$ cat src/rtl/cve2_counter_csr_port.sv
// cve2_counter_csr_port: CSR access port for the performance counter bank.
// Ports:
//   clk_i, rst_ni                  clock, asynchronous active-low reset
//   req_valid_i/req_ready_o        request handshake (one request per 2 cycles)
//   req_we_i, req_idx_i, req_hi_i  write enable, counter index (4'hF = inhibit), word select
//   req_wdata_i                    write data
//   rsp_valid_o/rsp_rdata_o/rsp_err_o  one-cycle response
//   event_i/cnt_inc_o              raw events and inhibit-gated increments
//   cnt_val_i                      live 64-bit counter values, counter i at [64*i+63:64*i]
//   cnt_we_o/cnth_we_o/cnt_wdata_o low/high word write strobes and data
//   inhibit_o                      count-inhibit register
module cve2_counter_csr_port #(
    parameter int unsigned                NumCounters   = 3,
    parameter logic [NumCounters-1:0]     InhibitRstVal = '0
) (
    input  logic                      clk_i,
    input  logic                      rst_ni,
    input  logic                      req_valid_i,
    output logic                      req_ready_o,
    input  logic                      req_we_i,
    input  logic [3:0]                req_idx_i,
    input  logic                      req_hi_i,
    input  logic [31:0]               req_wdata_i,
    output logic                      rsp_valid_o,
    output logic [31:0]               rsp_rdata_o,
    output logic                      rsp_err_o,
    input  logic [NumCounters-1:0]    event_i,
    output logic [NumCounters-1:0]    cnt_inc_o,
    input  logic [64*NumCounters-1:0] cnt_val_i,
    output logic [NumCounters-1:0]    cnt_we_o,
    output logic [NumCounters-1:0]    cnth_we_o,
    output logic [31:0]               cnt_wdata_o,
    output logic [NumCounters-1:0]    inhibit_o
);
    typedef enum logic {IDLE, RESP} state_t;

    state_t                 state;
    logic [NumCounters-1:0] inhibit;
    logic [NumCounters-1:0] inh_wdata;
    logic                   inh_pend;
    logic                   shadow_valid;
    logic [3:0]             shadow_idx;
    logic [31:0]            shadow;
    logic [NumCounters-1:0] sel_oh;
    logic [63:0]            live;
    logic                   is_inh;
    logic                   legal_cnt;
    logic                   shadow_hit;
    logic [31:0]            rdata;

    always_comb begin
        sel_oh = '0;
        live   = '0;
        for (int k = 0; k < NumCounters; k++) begin
            if (req_idx_i == 4'(k)) begin
                sel_oh[k] = 1'b1;
                live      = cnt_val_i[64*k +: 64];
            end
        end
    end

    assign is_inh     = req_idx_i == 4'hF;
    assign legal_cnt  = |sel_oh;
    assign shadow_hit = shadow_valid && shadow_idx == req_idx_i;
    // High reads return the latched snapshot only when it belongs to this counter.
    assign rdata = is_inh ? {{(32-NumCounters){1'b0}}, inhibit} :
                   req_hi_i ? (shadow_hit ? shadow : live[63:32]) : live[31:0];

    assign req_ready_o = state == IDLE;
    assign cnt_inc_o   = event_i & ~inhibit;
    assign inhibit_o   = inhibit;

    always_ff @(posedge clk_i or negedge rst_ni) begin
        if (!rst_ni) begin
            state        <= IDLE;
            inhibit      <= InhibitRstVal;
            inh_wdata    <= '0;
            inh_pend     <= 1'b0;
            shadow_valid <= 1'b0;
            shadow_idx   <= '0;
            shadow       <= '0;
            rsp_valid_o  <= 1'b0;
            rsp_rdata_o  <= '0;
            rsp_err_o    <= 1'b0;
            cnt_we_o     <= '0;
            cnth_we_o    <= '0;
            cnt_wdata_o  <= '0;
        end else begin
            rsp_valid_o <= 1'b0;
            rsp_rdata_o <= '0;
            rsp_err_o   <= 1'b0;
            cnt_we_o    <= '0;
            cnth_we_o   <= '0;
            cnt_wdata_o <= '0;
            inh_pend    <= 1'b0;
            case (state)
                IDLE: begin
                    if (req_valid_i) begin
                        state       <= RESP;
                        rsp_valid_o <= 1'b1;
                        rsp_err_o   <= !(legal_cnt || is_inh);
                        if (req_we_i && legal_cnt) begin
                            cnt_we_o    <= req_hi_i ? '0 : sel_oh;
                            cnth_we_o   <= req_hi_i ? sel_oh : '0;
                            cnt_wdata_o <= req_wdata_i;
                            if (shadow_idx == req_idx_i) shadow_valid <= 1'b0;
                        end
                        // Inhibit update is deferred to the end of the response cycle.
                        if (req_we_i && is_inh) begin
                            inh_pend  <= 1'b1;
                            inh_wdata <= req_wdata_i[NumCounters-1:0];
                        end
                        if (!req_we_i && (legal_cnt || is_inh)) begin
                            rsp_rdata_o <= rdata;
                            if (legal_cnt && !req_hi_i) begin
                                shadow       <= live[63:32];
                                shadow_idx   <= req_idx_i;
                                shadow_valid <= 1'b1;
                            end
                            if (legal_cnt && req_hi_i && shadow_hit) shadow_valid <= 1'b0;
                        end
                    end
                end
                RESP: begin
                    state <= IDLE;
                    if (inh_pend) inhibit <= inh_wdata;
                end
                default: state <= IDLE;
            endcase
        end
    end
endmodule

$ cat config.mk
export PLATFORM = sky130hd
export DESIGN_NAME = cve2_counter_csr_port
export DESIGN_NICKNAME = d
export VERILOG_FILES = /design/src/rtl/cve2_counter_csr_port.sv
export SDC_FILE = /design/constraint.sdc
export NUM_CORES = 1
export LEC_CHECK = 0
export CAP_MARGIN = 25
export CELL_PAD_IN_SITES_DETAIL_PLACEMENT = 0
export CELL_PAD_IN_SITES_GLOBAL_PLACEMENT = 1
export CORE_MARGIN = 2
export CORE_UTILIZATION = 26
export CTS_CLUSTER_SIZE = 25
export DETAILED_ROUTE_END_ITERATION = 12
export GPL_ROUTABILITY_DRIVEN = 1
export PLACE_DENSITY = 0.88
export SETUP_SLACK_MARGIN = 0.05
export SYNTH_ARGS = -nofsm -noshare
export SYNTH_HDL_FRONTEND = slang
export SYNTH_SLANG_ARGS = --single-unit
$ cat constraint.sdc
create_clock -name clk_i -period 1.88 [get_ports clk_i]
set_clock_uncertainty 0.15 [all_clocks]
set_input_delay 0.47 -clock clk_i [delete_from_list [all_inputs] [get_ports clk_i]]
set_output_delay 0.47 -clock clk_i [all_outputs]
set_load 0.02 [all_outputs]
==> impl_metrics.toml, run 1 <==
[logic_synthesis]
synth_simple_gate_area_frac = 0.128
synth_compound_area_frac = 0.162
netlist_area_mm2 = 0.00594
synth.distinct_cells = 38
ys_warn_count = 0
synth_ff_type = "dfrtp_1"
synth-edff-count = 0
async_reset_ff_frac = 1.00
syn_area_per_cell_um2 = 10.3
synth_nets = 814
syn_inst = 578
synth_top_family_by_area = "multiplexers"
synthAdderAreaFrac = 0
ys_seq_area_frac = 0.489
synth_xor_area_frac = 0.00590
ys_ff_latch = 116
muxShareOfSynthArea = 0.174

[timing]
finalMaxSlewViolations = 0
finalHoldViolCount = 0
hold_ws_ns = 0.335
max_freq_mhz = 540
setup_viol = 0
fin_crit_ns = 1.85
worst_slew_pin_slew_ns = 0.485
rsz0062_at_grt = "yes"
relSlewSlack = 0.677
tns_ns = 0
min_period_over_period = 0.984

[pwr]
comb_power_share = 0.183
clkPwrFrac = 0.453
p_per_area_mw_per_mm2 = 664
p_leak_nw = 5.23
p_total_mw = 7.33
p_int_mw = 5.61
p_seq_frac = 0.364
swShare = 0.234
irDropWorstVdd_uv = 541
switchingPower_mw = 1.72

[place]
place.gp.congestion = 0.813
dp_hpwl_um = 16500
portBuffers = 314

[drt]
totalWireLength_um = 23600
drc = 0
drtIter0Drc = 241
dr.pass1.iters = 4
via_count = 5873
drt-wirelength-per-cell_um = 19.1
viasPerCell = 4.76
postRouteAntennaNets = 0

[clocking]
cts-buffers-inserted = 17
cts_tree = "built"
clkLatencyLatePin_ns = 0.42
clock-sinks = 116
clk_pin_slew_ns = 0.05
clockBufferDepth = 2
clock-root-buffer = "clkbuf_16"
h-tree-depth = 4

[floorplanning]
coreArea_mm2 = 0.0225
start_util = 0.264
core.rowCount = 55
die_w_um = 155
die_y_um = 155
io_pins = 315
dieArea_mm2 = 0.0241

[critical_path]
cp_max_fo = 14
worstPathArrival_ns = 2.04
crit_type = "in2reg"
critPathCaptureType = "flop"
start_kind = "primary input"
rr_worst_depth = 7
worst_ep_required_time_ns = 2.07

[min_path]
holdCritPathClass = "reg2reg"
min_path_cells = 1

[grt]
grtUsageMet3 = 0.0549
first_global_vias = 6223
grt.overflow.total = 0
top_usage_layer = "met2"
grt_pass1_wl_um = 33700
grt_use_total = 0.184
grtUsageMet2 = 0.332
antenna_found_initial = 2
grtUsageMet1 = 0.204
grt_max_degree = 58

[layout]
areaGrowthSynthToFinish_pct = 86.1
drive_gt1_frac = 0.215
final_nets = 1171
fillers = 2135

[run_status]
status = "completed"

[job]
cap_viol_max_count = 0
[synthesized netlist by cell type (2+ instances only)]
| cell type | n | share of area |
|---|---|---|
| nand4_1 | 3 | 0.0032 |
| mux2_1 | 26 | 0.049 |
| or3_1 | 5 | 0.0053 |
| nor2b_1 | 6 | 0.0063 |
| a21oi_1 | 32 | 0.027 |
| dfrtp_1 | 116 | 0.49 |
| nand2b_1 | 3 | 0.0032 |
| xor2_1 | 4 | 0.0059 |
| a2bb2oi_1 | 32 | 0.047 |
| mux2i_1 | 58 | 0.098 |
| buf_2 | 11 | 0.0093 |
| and2_1 | 32 | 0.034 |
| nor2_1 | 4 | 0.0025 |
| clkbuf_1 | 32 | 0.020 |
| nand2_1 | 70 | 0.044 |
| nand3_1 | 4 | 0.0034 |
| o21ai_0 | 92 | 0.078 |
| nor3_1 | 4 | 0.0034 |
| buf_6 | 4 | 0.0076 |
| buf_4 | 2 | 0.0025 |
| and3_1 | 3 | 0.0032 |
| a31oi_1 | 6 | 0.0063 |
| mux2_2 | 14 | 0.027 |
[power groups by stage]
stage          registers, mW  logic, mW  clock network [mW]
2_1_floorplan           2.71      0.427                   0
3_3_place_gp            2.70       1.19                   0
3_5_place_dp            2.70       1.21                   0
4_1_cts                 2.66       1.26                3.38
5_1_grt                 2.68       1.44                3.50
6_report                2.66       1.34                3.32
[logic make-up (layout without fill, tap and decap cells)]
family | count (synthesis) | in the layout
buf+inv | 52 | 421
other cells | 0 | 2
compound gates | 165 | 165
mux | 98 | 98
simple gates | 143 | 143
xor+xnor | 4 | 4
flops | 116 | 116
[routing by layer]
metal,up-vias,part of all wire
met4,0,0.028
met5,-,0
met1,2833,0.40
met3,40,0.064
li1,2767,-
met2,233,0.51
[registers in the layout, summed over array words and instances, names as in the netlist]
signal and flops:
rsp_err_o 1, inh_wdata 3, inhibit_o 3, shadow_valid 1, inh_pend 1, shadow_idx 4, cnt_we_o 3, cnt_wdata_o 32
rsp_valid_o 1, cnth_we_o 3, rsp_rdata_o 32, shadow 32
[per-stage QoR]
step | cells | utilization | cell area [um^2] | setup slack, ns
6_report | 1234 | 0.491 | 11000 | 0.0296
3_5_place_dp | 1173 | 0.437 | 9830 | -0.725
3_3_place_gp | 1173 | 0.437 | 9830 | -0.705
2_1_floorplan | 578 | - | 6110 | -0.266
5_1_grt | 1233 | 0.491 | 11000 | -0.0503
4_1_cts | 1221 | 0.475 | 10700 | 0.0164
[critical path, stage by stage]
cell and delay [ns]:
buf_2 0.11, buf_12 0.12, buf_6 0.12, buf_4 0.14, nor4b_4 0.28, buf_6 0.18, clkbuf_16 0.20, nand2_1 0.06
o21ai_1 0.10, o21ai_0 0.09, a21oi_1 0.13
[cell type report]
type / instances / area (um^2) / area share
timing repair buffer: 388 / 3950 / 0.358
multi-input combinational: 410 / 3220 / 0.292
sequential: 116 / 2900 / 0.263
clock buffer: 22 / 474 / 0.0429
tap: 285 / 357 / 0.0323
clock inverter: 9 / 128 / 0.0116
inverter: 2 / 7.51 / 0.000680
antenna: 2 / 5.00 / 0.000453
[path summary, 6_finish.rpt]
path | startpoint | end | slack, ns
worst max-delay path | req_idx_i[2] | rsp_rdata_o[27]$_DFF_PN0_ | 0.03
worst min register to register | inh_wdata[2]$_DFFE_PN0P_ | inh_wdata[2]$_DFFE_PN0P_ | 0.34
worst min-delay path | inh_wdata[2]$_DFFE_PN0P_ | inh_wdata[2]$_DFFE_PN0P_ | 0.34
worst max register to register | rsp_valid_o$_DFF_PN0_ | shadow[3]$_DFFE_PN0P_ | 0.03
min in group asynchronous | rst_ni | cnt_wdata_o[10]$_DFF_PN0_ | 0.36
max in group asynchronous | rst_ni | shadow[20]$_DFFE_PN0P_ | 0.59
[placed cells by master, fill, tap and decap left out, drive strengths merged, types with 2 or more instances in the layout]
master / count
nor2b: 6
clkinv: 3
bufinv: 3
inv: 2
o21ai: 93
xor2: 4
nand2: 70
nor3: 5
mux2: 40
nor2: 4
nand4: 3
a21oi: 32
clkbuf: 29
nor4: 2
a2bb2oi: 32
nand2b: 3
a31oi: 6
and2: 32
or3: 5
clkdlybuf4s50: 226
nor4b: 2
diode: 2
and3: 3
mux2i: 58
clkinvlp: 3
nand3: 4
dlygate4sd2: 73
dfrtp: 116
buf: 78
[repair_timing]
item                                    CTS  global route
resized for setup                       150            63
setup buffers                            12             9
endpoints found under the setup margin  186            72
hold buffers                              1             0
gates cloned                              4             6
endpoints found under the hold margin    22             0
pin swaps                                 9            19
No activity file was read; power rests on OpenSTA's default activity.
==> run 2, diff against run 1 <==
--- a/config.mk
+++ b/config.mk
@@ -5,11 +5,12 @@
 export SDC_FILE = /design/constraint.sdc
 export NUM_CORES = 1
 export LEC_CHECK = 0
+export ABC_AREA = 1
 export CAP_MARGIN = 25
 export CELL_PAD_IN_SITES_DETAIL_PLACEMENT = 0
 export CELL_PAD_IN_SITES_GLOBAL_PLACEMENT = 1
 export CORE_MARGIN = 2
-export CORE_UTILIZATION = 26
+export CORE_UTILIZATION = 25
 export CTS_CLUSTER_SIZE = 25
 export DETAILED_ROUTE_END_ITERATION = 12
 export GPL_ROUTABILITY_DRIVEN = 1
==> run 2 against run 1 <==
  * Sequential power barely moved
  * Die area rose by 11%
  * Combinational power rose by 14%
  * Hold slack got worse by 0.051 ns
  * Design area rose by 0.48%
  * Non-clock buffer count rose by 7
  * Clock power fell by 7.2%
  * Global-route usage rose by 1.2 points
  * Wire length rose by 13%
  * Final cell count rose by 29%
  * Highest routed layer unchanged
==> impl_metrics.toml, run 2 <==
[place]
dp_hpwl_um = 20000
pre_cts_ws_ns = -0.804
place.gp.congestion = 0.885
portBuffers = 314
dpl_cell_area_mm2 = 0.0103
dp.cells = 1542

[grt]
grt_use_total = 0.195
first_global_vias = 6838
antenna_found_initial = 3
grt_max_degree = 55
grt.overflow.total = 0
grt_pass1_wl_um = 39000

[drt]
totalWireLength_um = 26800
routed-wl-met3_um = 1300
viasPerCell = 4.47
met1Wirelength_um = 11500
drc = 0
routed.top_layer = "met4"
dr.pass1.iters = 5
drtIter0Drc = 460
drt-wirelength-per-cell_um = 16.8
wl_met2_um = 13300
postRouteAntennaNets = 0
via_count = 7126

[logic_synthesis]
synth_top_area_frac = 0.458
ys_warn_count = 0
synth_nets = 1127
syn_area_per_cell_um2 = 7.12
async_reset_ff_frac = 1.00
synthTopCellsByArea = "dfrtp_1, nand2_1, nand3_1"
synth_most_common_cell = "nand2_1"
ys_ff_latch = 116
syn_inst = 891
synth-edff-count = 0
ys_seq_area_frac = 0.458
synth.distinct_cells = 25
synth_top_cell_by_area = "dfrtp_1"
synth_ff_type = "dfrtp_1"
netlist_area_mm2 = 0.00634
yosys-top-cells-count = "nand2_1, nand3_1, nor2_1"

[timing]
hold_ws_ns = 0.285
max_freq_mhz = 553
setup_viol = 0
worst_slew_pin_slew_ns = 0.415
tns_ns = 0
relSlewSlack = 0.723
rsz0062_at_grt = "yes"
finalMaxSlewViolations = 0
min_period_over_period = 0.961
fin_crit_ns = 1.81
finalHoldViolCount = 0
setup_ws_ns = 0.0724

[layout]
layout_commonest_cell = "nand2_1"
areaGrowthSynthToFinish_pct = 75.0
drive_gt1_frac = 0.130
final_util = 0.443
final_nets = 1483
reg_top3 = "cnt_wdata_o: 32 flops, rsp_rdata_o: 32 flops, shadow: 32 flops"
finish.instance_area_mm2 = 0.0111
mostFrequentLayoutCells = "nand2_1, clkdlybuf4s50_1, nand3_1, nor2_1, dfrtp_1"
instances_no_fill = 1593

[critical_path]
path_delay_family = "flip-flops"
cp_max_fo = 3
cp_cell_sequence = "dlygate4sd2_1"
worst_ep_required_time_ns = 1.26
start_kind = "flop"
rrSetupSlack_ns = 0.15
worstPathArrival_ns = 1.19
rr_worst_depth = 11
slowest_delay_ns = 0.40
critPathCaptureType = "output port"
rr_startpoint = "shadow_idx[2]$_DFFE_PN0P_"
cp_num_buf_inv = 1
worst_r2r_endpoint = "rsp_rdata_o[15]$_DFF_PN0_"
crit_type = "reg2out"
cp.depth = 1
slowest_stage = "dfrtp_1"

[clocking]
clockBufferDepth = 2
clock-sinks = 116
clock-root-buffer = "clkbuf_16"
h-tree-depth = 4
cts_tree = "built"
cts-buffers-inserted = 17
clk_pin_slew_ns = 0.06
clkLatencyLatePin_ns = 0.43

[pwr]
irDropWorstVdd_uv = 452
p_total_mw = 7.28
p_per_area_mw_per_mm2 = 656
p_leak_nw = 5.53

[min_path]
hold_path_startpoint = "req_idx_i[0]"
holdCritPathClass = "in2reg"
min_path_cells = 3
whs_endpoint = "shadow_idx[0]$_DFFE_PN0P_"

[floorplanning]
start_util = 0.253
dieArea_mm2 = 0.0267
die_w_um = 163
coreArea_mm2 = 0.0250
core.rowCount = 58
die_y_um = 163
io_pins = 315

[job]
cap_viol_max_count = 0

[run_status]
status = "completed"
-- run 2: changes by cell type in the layout (fill, tap and decap cells not counted), sizes merged, moves of 32 or more --
| cell | previous run | this run |
|---|---|---|
| nand2 | 70 | 239 |
| nor2 | 4 | 125 |
| nand3 | 4 | 122 |
| inv | 2 | 68 |
| mux2i | 58 | 0 |
| mux2 | 40 | 3 |
| a2bb2oi | 32 | 0 |
-- run 2: report_power, final --
group | internal (mW) | total (mW) | switching (mW)
logic | 0.819 | 1.53 | 0.715
registers | 2.61 | 2.67 | 0.0655
clock network | 1.75 | 3.08 | 1.33
total | 5.18 | 7.28 | 2.11
-- run 2: how the worst max path moves through the flow --
stage                     slack (ns)                         to             startpoint
after global routing            0.03                rsp_valid_o  rsp_valid_o$_DFF_PN0_
after floorplan                 0.12     shadow[10]$_DFFE_PN0P_  rsp_valid_o$_DFF_PN0_
after detailed placement       -0.80  rsp_rdata_o[16]$_DFF_PN0_           req_idx_i[2]
after global placement         -0.75  rsp_rdata_o[16]$_DFF_PN0_           req_idx_i[2]
final                           0.07                rsp_valid_o  rsp_valid_o$_DFF_PN0_
after CTS                       0.05  rsp_rdata_o[31]$_DFF_PN0_           req_idx_i[3]
-- run 2: logic make-up (layout without fill, tap and decap cells) --
| kind of cell | count (synthesis) | after routing | synth area share |
|---|---|---|---|
| DFF | 116 | 116 | 0.458 |
| other | 0 | 3 | 0 |
| AOI/OAI and AO/OA | 108 | 108 | 0.0852 |
| muxes | 3 | 3 | 0.00533 |
| buffers and inverters | 122 | 491 | 0.0797 |
| and+or+nand+nor | 542 | 542 | 0.372 |
-- run 2: repair_timing --
item	4_1_cts	5_1_grt
buffers inserted	4	7
hold endpoints to repair	15	0
gates resized for setup	110	37
setup endpoints to repair	161	67
pin swaps	4	8
gates cloned	1	3
hold buffers	1	0
-- run 2: routing by layer --
layer  global-route usage  vias up
met1                0.255     3313
met2                0.326      202
met3               0.0363       40
met4               0.0623        0
li1                     -     3571
met5                    0        -
-- run 2: tightest hold or removal path, stage by stage --
cell and delay [ns]:
clkbuf_2 0.13, inv_2 0.12, o21ai_0 0.09
-- run 2: area by class of cell --
| cell class | count | area [um^2] |
|---|---|---|
| tap | 330 | 413 |
| fill | 2483 | 13900 |
| inverter | 64 | 258 |
| sequential | 116 | 2900 |
| multi-input combinational | 653 | 3000 |
| antenna | 3 | 7.51 |
| clock inverter | 14 | 121 |
| clock buffer | 18 | 439 |
| timing repair buffer | 395 | 3950 |
